<file path="config.mk">
export PLATFORM = sky130hd
export DESIGN_NAME = if_fetch_queue
export DESIGN_NICKNAME = d
export VERILOG_FILES = /design/src/rtl/if_fetch_queue.sv
export SDC_FILE = /design/constraint.sdc
export NUM_CORES = 1
export LEC_CHECK = 0
export CAP_MARGIN = 30
export CORE_MARGIN = 10
export CORE_UTILIZATION = 56
export CTS_CLUSTER_SIZE = 24
export DETAILED_ROUTE_END_ITERATION = 16
export PLACE_DENSITY = 0.85
export SLEW_MARGIN = 20
export SYNTH_ARGS = -nofsm -noshare
export SYNTH_HDL_FRONTEND = slang
export SYNTH_SLANG_ARGS = --single-unit
export TNS_END_PERCENT = 50
</file>
<file path="constraint.sdc">
create_clock -name clk -period 3 [get_ports clk]
set_clock_uncertainty 0.05 [all_clocks]
set_input_delay 0.3 -clock clk [delete_from_list [all_inputs] [get_ports clk]]
set_output_delay 0.3 -clock clk [all_outputs]
set_load 0.1 [all_outputs]
</file>
<file path="src/rtl/if_fetch_queue.sv">
// Instruction-fetch stage: one outstanding imem read, returned words buffered with their PCs in a DEPTH-entry FIFO.
// Optional stall counter (fetch_stall_cnt) is built when IF_FETCH_STALL_CNT_EN is defined.
module if_fetch_queue #(
   parameter int DEPTH = 4,
   parameter int AW    = 32
) (
   input  logic          clk,
   input  logic          rst_n,
   input  logic [AW-1:0] PC,
   output logic          pc_en,
   input  logic          flush,
   output logic          imem_req,
   output logic [AW-1:0] imem_addr,
   input  logic          imem_gnt,
   input  logic          imem_rvalid,
   input  logic [31:0]   imem_rdata,
   output logic          inst_valid,
   output logic [31:0]   inst,
   output logic [AW-1:0] inst_pc,
   input  logic          inst_ready
`ifdef IF_FETCH_STALL_CNT_EN
   ,
   output logic [31:0]   fetch_stall_cnt
`endif
);

   localparam int PW = $clog2(DEPTH);
   localparam int CW = PW + 1;

   typedef enum logic [1:0] {IDLE, WAIT, DROP} state_t;

   state_t          state_q, state_d;
   logic [CW-1:0]   count_q, count_d;
   logic [PW-1:0]   rptr_q, rptr_d;
   logic [PW-1:0]   wptr_q, wptr_d;
   logic [AW-1:0]   req_pc_q, req_pc_d;
   logic [31:0]     word_q [DEPTH];
   logic [AW-1:0]   pcs_q  [DEPTH];
   logic            push, pop, full;

   assign full       = (count_q == CW'(DEPTH));
   assign inst_valid = (count_q != '0);
   assign inst       = word_q[rptr_q];
   assign inst_pc    = pcs_q[rptr_q];
   assign pop        = inst_valid & inst_ready & ~flush;
   assign imem_addr  = imem_req ? PC : '0;

   // Request is gated by rst_n so every output reads zero while reset is held.
   always_comb begin
      state_d  = state_q;
      req_pc_d = req_pc_q;
      imem_req = 1'b0;
      pc_en    = 1'b0;
      push     = 1'b0;
      case (state_q)
         IDLE: begin
            imem_req = rst_n & ~full & ~flush;
            if (imem_req & imem_gnt) begin
               pc_en    = 1'b1;
               req_pc_d = PC;
               state_d  = WAIT;
            end
         end
         WAIT: begin
            if (flush) begin
               state_d = imem_rvalid ? IDLE : DROP;
            end else if (imem_rvalid) begin
               push    = 1'b1;
               state_d = IDLE;
            end
         end
         DROP: begin
            if (imem_rvalid) state_d = IDLE;
         end
         default: state_d = IDLE;
      endcase
   end

   always_comb begin
      count_d = count_q;
      rptr_d  = rptr_q;
      wptr_d  = wptr_q;
      if (flush) begin
         count_d = '0;
         rptr_d  = wptr_q;
      end else begin
         if (push) wptr_d = wptr_q + 1'b1;
         if (pop)  rptr_d = rptr_q + 1'b1;
         case ({push, pop})
            2'b10:   count_d = count_q + 1'b1;
            2'b01:   count_d = count_q - 1'b1;
            default: count_d = count_q;
         endcase
      end
   end

   always_ff @(posedge clk or negedge rst_n) begin
      if (!rst_n) begin
         state_q  <= IDLE;
         count_q  <= '0;
         rptr_q   <= '0;
         wptr_q   <= '0;
         req_pc_q <= '0;
      end else begin
         state_q  <= state_d;
         count_q  <= count_d;
         rptr_q   <= rptr_d;
         wptr_q   <= wptr_d;
         req_pc_q <= req_pc_d;
      end
   end

   // Storage is cleared on reset so inst/inst_pc read zero out of reset.
   always_ff @(posedge clk or negedge rst_n) begin
      if (!rst_n) begin
         for (int i = 0; i < DEPTH; i++) begin
            word_q[i] <= '0;
            pcs_q[i]  <= '0;
         end
      end else if (push) begin
         word_q[wptr_q] <= imem_rdata;
         pcs_q[wptr_q]  <= req_pc_q;
      end
   end

`ifdef IF_FETCH_STALL_CNT_EN
   logic [31:0] stall_cnt_q;

   always_ff @(posedge clk or negedge rst_n) begin
      if (!rst_n) begin
         stall_cnt_q <= '0;
      end else if (inst_ready & ~inst_valid & ~flush & (stall_cnt_q != 32'hFFFF_FFFF)) begin
         stall_cnt_q <= stall_cnt_q + 32'd1;
      end
   end

   assign fetch_stall_cnt = stall_cnt_q;
`endif

endmodule

</file>
==> results of run 1 <==
critical path: cells and delay by family:
| kind | cells | cell delay, ps |
|---|---|---|
| buffers and inverters | 4 | 1340 |
| AND/OR/NAND/NOR | 2 | 800 |
registers in the layout, indices dropped and copies added (netlist names):
signal    cells
pcs_q       128
word_q      128
rptr_q        2
state_q       2
req_pc_q     32
count_q       3
wptr_q        2
report_power, final:
| part | switching, W | total [W] | internal [W] |
|---|---|---|---|
| clock | 0.00149 | 0.00371 | 0.00221 |
| sequential | 0.000900 | 0.00637 | 0.00547 |
| combinational | 0.00588 | 0.00958 | 0.00370 |
| total | 0.00828 | 0.0197 | 0.0114 |
cell usage after synthesis (2+ instances only):
library cell,instances
clkbuf_1,14
buf_2,6
xnor2_1,2
dfrtp_1,297
nand2_2,4
mux4_2,64
nand4b_1,3
mux2_2,288
o21ai_0,3
buf_6,27
buf_4,3
inv_1,5
and3_1,32
nand2_1,4
ha_1,4
logic make-up (layout without fill, tap and decap cells):
family,count (synthesis),in the layout,synth area share [%]
buffers and inverters,56,247,3.28
DFF,297,297,56.5
and+or+nand+nor,59,59,3.19
AOI/OAI and AO/OA,10,10,0.523
adders and majority gates,5,5,0.532
muxes,352,352,35.6
xor gates and xnor gates,4,4,0.399
stage by stage:
stage / util (%) / area, um^2
after floorplan: - / 13200
after global placement: 67.8 / 15800
after detailed placement: 67.8 / 15800
after CTS: 72.1 / 16800
after global routing: 72.1 / 16800
final: 72.1 / 16800
worst max-delay path by stage:
stage | startpoint | slack (ps) | end
4_1_cts | rst_n | 170 | imem_addr[23]
6_report | rst_n | 200 | imem_addr[1]
3_3_place_gp | flush | 510 | req_pc_q[3]
2_1_floorplan | state_q[0] | 760 | imem_addr[10]
3_5_place_dp | imem_rvalid | 450 | count_q[2]
5_1_grt | rst_n | 80 | imem_addr[31]
cell type report:
type                    instances  area (um^2)  area share [%]
inverters                       5         18.8           0.112
well taps                     319          399            2.38
flip-flops and latches        297         7440            44.4
multi-input cells             430         5320            31.7
clock inverters                 6         86.3           0.515
repair buffers                192         2610            15.6
clock buffers                  44          895            5.34
layer usage:
metal  up-vias  GRT usage, %  wire, um
met5         -             0        13
met4         2          4.10       451
met3        43          4.25      1570
met2       190          32.1     14500
met1      3950          25.2     12100
li1       3291             -         -
cell usage in the layout, fill, tap and decap left out, types with 2 or more instances in the layout:
| master | count |
|---|---|
| xnor2_1 | 2 |
| clkbuf_1 | 6 |
| clkdlybuf4s50_1 | 68 |
| buf_12 | 79 |
| clkbuf_16 | 31 |
| clkinv_2 | 2 |
| mux4_2 | 64 |
| inv_1 | 5 |
| dfrtp_1 | 295 |
| and3_1 | 32 |
| bufinv_16 | 2 |
| mux2_2 | 288 |
| clkbuf_8 | 7 |
| o21ai_0 | 3 |
| nand2_4 | 4 |
| buf_4 | 43 |
| nand4b_1 | 3 |
| nand2_1 | 4 |
| ha_1 | 4 |
repair_timing:
action / in CTS / in global routing
endpoints found under the setup margin: 0 / 0
endpoints found under the hold margin: 36 / 0
hold buffers: 1 / 0
==> summary.txt, run 1 <==
Yosys
  • Nets in the synthesized netlist: 858
  • Async set-or-reset flop fraction in the synthesized netlist: 100%
  • Sequential fraction of the synthesis area: 56.5%
  • Flop and latch count out of synthesis: a little under 300
  • Number of enable flip-flop cells after synthesis: 0
  • Syn Area/Cell: 16.8 um^2
  • Portion of synthesized cell area occupied by the leading cell type: a little under three fifths
  • Primary FF master, synth: dfrtp_1
  • Total standard cell area after synthesis: 13200 um^2
  • Warnings from Yosys: 0
  • Post-synth cell types: 42
  • Largest cells by area after synthesis: dfrtp_1 56%, mux2_2 25%, mux4_2 11%
  • Post-synthesis cell count: 783
  • Post-synthesis cell type with the largest combined area: dfrtp_1

Setup path
  • RR Endpoint: count_q[2]
  • Crit end category: output pin
  • Required @ worst endpoint: 2650 ps
  • Largest fanout of any net on the critical path: 39
  • Critical path, cell by cell: dlygate4sd3_1, buf_8, nor4b_4, buf_4, and3_1, buf_12
  • Setup slack on the worst flop-to-flop path: 550 ps
  • Arrival @ worst endpoint: approximately 2500 ps
  • Worst R2R Start: count_q[1]
  • Slowest stage cell on the critical path: nor4b_4
  • Cell count of the worst reg-to-reg path: 5
  • Worst setup SP type: primary input
  • Critical path start-end classification: primary input to output pin
  • Maximum single-stage delay on the critical path: 570 ps

Placed design
  • Post-detail-place hpwl: around 19 mm
  • Gp weighted congestion: 0.753
  • Placement Setup Slack: 450 ps
  • Total of buffers placed on input and output ports: 168
  • Placed Cells incl. Taps: between 1000 and 1500

Route
  • Total detailed-routing wirelength: 28.7 mm
  • Via count of the routed design: about 7500
  • Final ANT Viol Nets: 0
  • Number of DRC violations after detailed-routing iteration 0: between 400 and 500
  • Initial DRT Pass Iterations: 4
  • DRC violation count after routing: 0
  • Vias per cell: between 5 and 6
  • Routed wire length per instance: 22.2 um

Layout
  • Fraction of final layout cells sized beyond drive strength 1: 54.6%
  • Number of fillers in the final layout: 1479
  • Area grow syn2layout: 27.4%
  • Final cell count without fillers: 1293
  • Final Net Count: 1032
  • Number of antenna cells inserted: 0

Die
  • Die height: 173 um
  • Effective utilization at floorplan: approximately 57%
  • Die width: roughly 170 um
  • Row count: 56
  • I/O pin total: ~170
  • Area of the die: ~30000 um^2
  • Placeable core region: around 23000 um^2

Power and ir drop
  • Power Total: 0.0197 W
  • Static power due to leakage: between 7 and 8 nW
  • IR Drop Worst-Case VDD: 0.726 mV
  • Pwr dens: 1170 nW/um^2

Global route
  • GRT Util Overall: 19.2%
  • Number of antenna violations at the first check in global routing: 1
  • Wire length of the first global-routing pass: between 40 and 50 mm
  • Number of global-route vias before repair: 8458
  • Maximum number of pins on one net before global-route repair: between 150 and 200
  • Overall overflow remaining after global route: 0

STA
  • Final setup vio count: 0
  • Worst Setup Slack, final: 201 ps
  • Rel. slew slack: 38.9%
  • Fin Setup TNS: 0 ps
  • Final min period: between 2000 and 3000 ps
  • Final worst-path cycle share: 93.3%
  • Total count of hold-check failures in the final report: 0
  • Final hold slack: 178 ps
  • Slew at the pin with the worst max-slew slack: a little over 900 ps
  • Maximum clock frequency: 357 MHz
  • Setup repair after global routing missed its margin: no
  • Number of pins with negative max-slew slack in the final report: 0

Clock network
  • TritonCTS sink count: approximately 300
  • Setup fix buffers added after clock tree synthesis: 0
  • CTS H-tree depth: 1
  • Resized Gates After CTS: 0
  • Deepest clock path buffer count: 3
  • Total clock buffers created by CTS: 31
  • Clk Tree Root Cell: clkbuf_16
  • Clock transition at the register clock pins on the worst setup and hold paths after CTS: 60 ps
  • Clock tree from TritonCTS: done
  • Skew-Pair Late Insertion Delay: 550 ps

Job
  • Number of maximum-capacitance constraint violations: 0

Hold path
  • HP Class: primary input to async pin

Outcome
  • Result of the run: finished clean
Note: power is estimated with default switching activity, not from simulation.
==> inputs of run 2 (changes only) <==
--- a/config.mk
+++ b/config.mk
@@ -7,10 +7,10 @@
 export LEC_CHECK = 0
 export CAP_MARGIN = 30
 export CORE_MARGIN = 10
-export CORE_UTILIZATION = 56
+export CORE_UTILIZATION = 45
 export CTS_CLUSTER_SIZE = 24
 export DETAILED_ROUTE_END_ITERATION = 16
-export PLACE_DENSITY = 0.85
+export PLACE_DENSITY = 0.71
 export SLEW_MARGIN = 20
 export SYNTH_ARGS = -nofsm -noshare
 export SYNTH_HDL_FRONTEND = slang
==> run 2 against run 1 <==
Utilization decreased by 13 points. Largest cell class unchanged. Critical endpoint is now pc_en. Maximum frequency rose by 0.67%. Power grew 0.76%. Critical path depth rose by 1. Clock-buffer cell count is 8 higher. Global-route usage fell by 3.2 points.
==> summary.txt, run 2 (same netlist as run 1, synthesis figures left out) <==
Outcome
  • Result of the run: finished clean

Route
  • Number of DRC violations after detailed-routing iteration 0: 430
  • DRC violation count after routing: 0
  • Routed wire length per instance: 20.9 um
  • Total detailed-routing wirelength: between 20 and 30 mm
  • Initial DRT Pass Iterations: 5
  • Final ANT Viol Nets: 0
  • Via count of the routed design: 7432
  • Vias per cell: 5.43

Layout
  • Multi-input gate area in the final layout: ~5300 um^2
  • Summed area of non-filler cells in the final layout: 16900 um^2
  • Final Net Count: just over 1000
  • Final Util: 58.8%
  • Fraction of final layout cells sized beyond drive strength 1: between 50% and 60%
  • Final cell count without fillers: 1369
  • Area grow syn2layout: 28.5%
  • Footprint of the flip-flops and latches: 7440 um^2
  • Number of fillers in the final layout: between 2000 and 2500
  • Highest-count cells in the layout ignoring fill and taps: 295 x dfrtp_1, 288 x mux2_2, 73 x buf_12
  • Top flop regs: pcs_q x128, word_q x128, req_pc_q x32
  • Most common library cell in the layout ignoring fill and taps: dfrtp_1

Clock network
  • TritonCTS sink count: 297
  • Resized Gates After CTS: 0
  • Total clock buffers created by CTS: 34
  • Deepest clock path buffer count: 3
  • Clock tree from TritonCTS: done
  • CTS H-tree depth: 2
  • Clock transition at the register clock pins on the worst setup and hold paths after CTS: 60 ps
  • Clk Tree Root Cell: clkbuf_16
  • Skew-Pair Late Insertion Delay: 500 ps

Placed design
  • Gp weighted congestion: around 0.71
  • Total of buffers placed on input and output ports: 168
  • Post-detail-place hpwl: 18.5 mm
  • Placed Cells incl. Taps: 1306
  • Placed Instance Area: around 16000 um^2

Setup path
  • Largest fanout of any net on the critical path: 38
  • Critical path, cell by cell: dlygate4sd3_1, buf_8, nor4b_4, buf_4, nand3_4, inv_1, buf_12
  • Family with the most delay on the worst path: buffers and inverters
  • Maximum single-stage delay on the critical path: 560 ps
  • Required @ worst endpoint: 2650 ps
  • Slowest stage cell on the critical path: dlygate4sd3_1
  • Arrival @ worst endpoint: 2430 ps
  • Stages on the worst setup path: 7
  • Cell count of the worst reg-to-reg path: 5
  • Worst setup SP type: primary input
  • Critical path start-end classification: primary input to output pin
  • Buffers and inverters on the worst path: 5
  • Crit end category: output pin

Global route
  • Maximum number of pins on one net before global-route repair: around 180
  • Met3 usage: 4.88%
  • GR Util met2: 25.0%
  • Wire length of the first global-routing pass: between 40 and 50 mm
  • Fraction of met1 tracks used by global routing: 21.5%
  • Number of antenna violations at the first check in global routing: 3
  • GRT Util Overall: between 15 and 20%
  • Top Usage Layer GRT: met2
  • Number of global-route vias before repair: 8116
  • Overall overflow remaining after global route: 0

Die
  • Die height: 191 um
  • Area of the die: 36500 um^2
  • Placeable core region: 28800 um^2
  • I/O pin total: 169
  • Die width: 191 um
  • Row count: 62
  • Effective utilization at floorplan: about 46%

STA
  • Final worst-path cycle share: 92.7%
  • Number of pins with negative max-slew slack in the final report: 0
  • Total count of hold-check failures in the final report: 0
  • Setup repair after global routing missed its margin: no
  • Fin Setup TNS: 0 ps
  • Final hold slack: 220 ps
  • Slew at the pin with the worst max-slew slack: 997 ps
  • Final min period: 2780 ps
  • Final setup vio count: 0
  • Maximum clock frequency: 360 MHz
  • Rel. slew slack: roughly a third

Hold path
  • HP Class: primary input to async pin

Power and ir drop
  • Switching power summed over all nets: 0.00827 W
  • Sw frac: roughly two fifths
  • IR Drop Worst-Case VDD: 0.798 mV
  • Portion of total power attributed to combinational logic: approximately 47%
  • Pwr dens: ~1200 nW/um^2
  • Clock network fraction of total power: about a fifth
  • Share of total power in sequential cells: 32.5%
  • Static power due to leakage: 8.00 nW
  • Internal power: 0.0115 W

Job
  • Number of maximum-capacitance constraint violations: 0
[run 2: path summary, 6_finish.rpt]
check | to | from | slack (ps)
worst min register to register | word_q[34] | word_q[34] | 450
worst max-delay path | pc_en | rst_n | 220
worst min-delay path | word_q[110] | rst_n | 220
max in group asynchronous | pcs_q[100] | rst_n | 1410
worst max register to register | count_q[2] | count_q[1] | 580
min in group clk | req_pc_q[7] | PC[7] | 380
[run 2: power groups by stage]
stage,sequential (W),combinational (W),clock (W)
2_1_floorplan,0.00603,0.00711,0
3_3_place_gp,0.00642,0.00935,0
3_5_place_dp,0.00648,0.00944,0
4_1_cts,0.00643,0.00946,0.00415
5_1_grt,0.00664,0.00975,0.00432
6_report,0.00643,0.00934,0.00404
[run 2: area by class of cell]
class | count | share of cell area (%)
well taps | 384 | 2.84
diodes | 3 | 0.0444
clock buffers | 52 | 5.97
clock inverters | 7 | 0.525
repair buffers | 191 | 15.1
multi-input cells | 430 | 31.4
inverters | 5 | 0.111
flip-flops and latches | 297 | 44.0
[run 2: worst register-to-register path, stage by stage (launching register included)]
cell,delay (ps)
dfrtp_1,460
o31ai_1,530
nor3_1,130
fa_1,420
or4_1,550
a31oi_1,200
[run 2: timing repair]
action / CTS / global route
hold endpoints to repair: 35 / 0
setup endpoints to repair: 0 / 0
setup buffers: 0 / 0
hold buffers: 1 / 0
[run 2: layer usage]
metal	vias up	routed length (um)
li1	3311	-
met1	3912	12900
met2	176	13500
met3	33	1900
met4	0	370
met5	-	0
[run 2: through the flow]
stage / power [W] / setup WS [ps]
floorplan: 0.0131 / 759
global placement: 0.0158 / 491
detailed placement: 0.0159 / 450
CTS: 0.0200 / 152
global route: 0.0207 / 71.5
finish: 0.0198 / 220
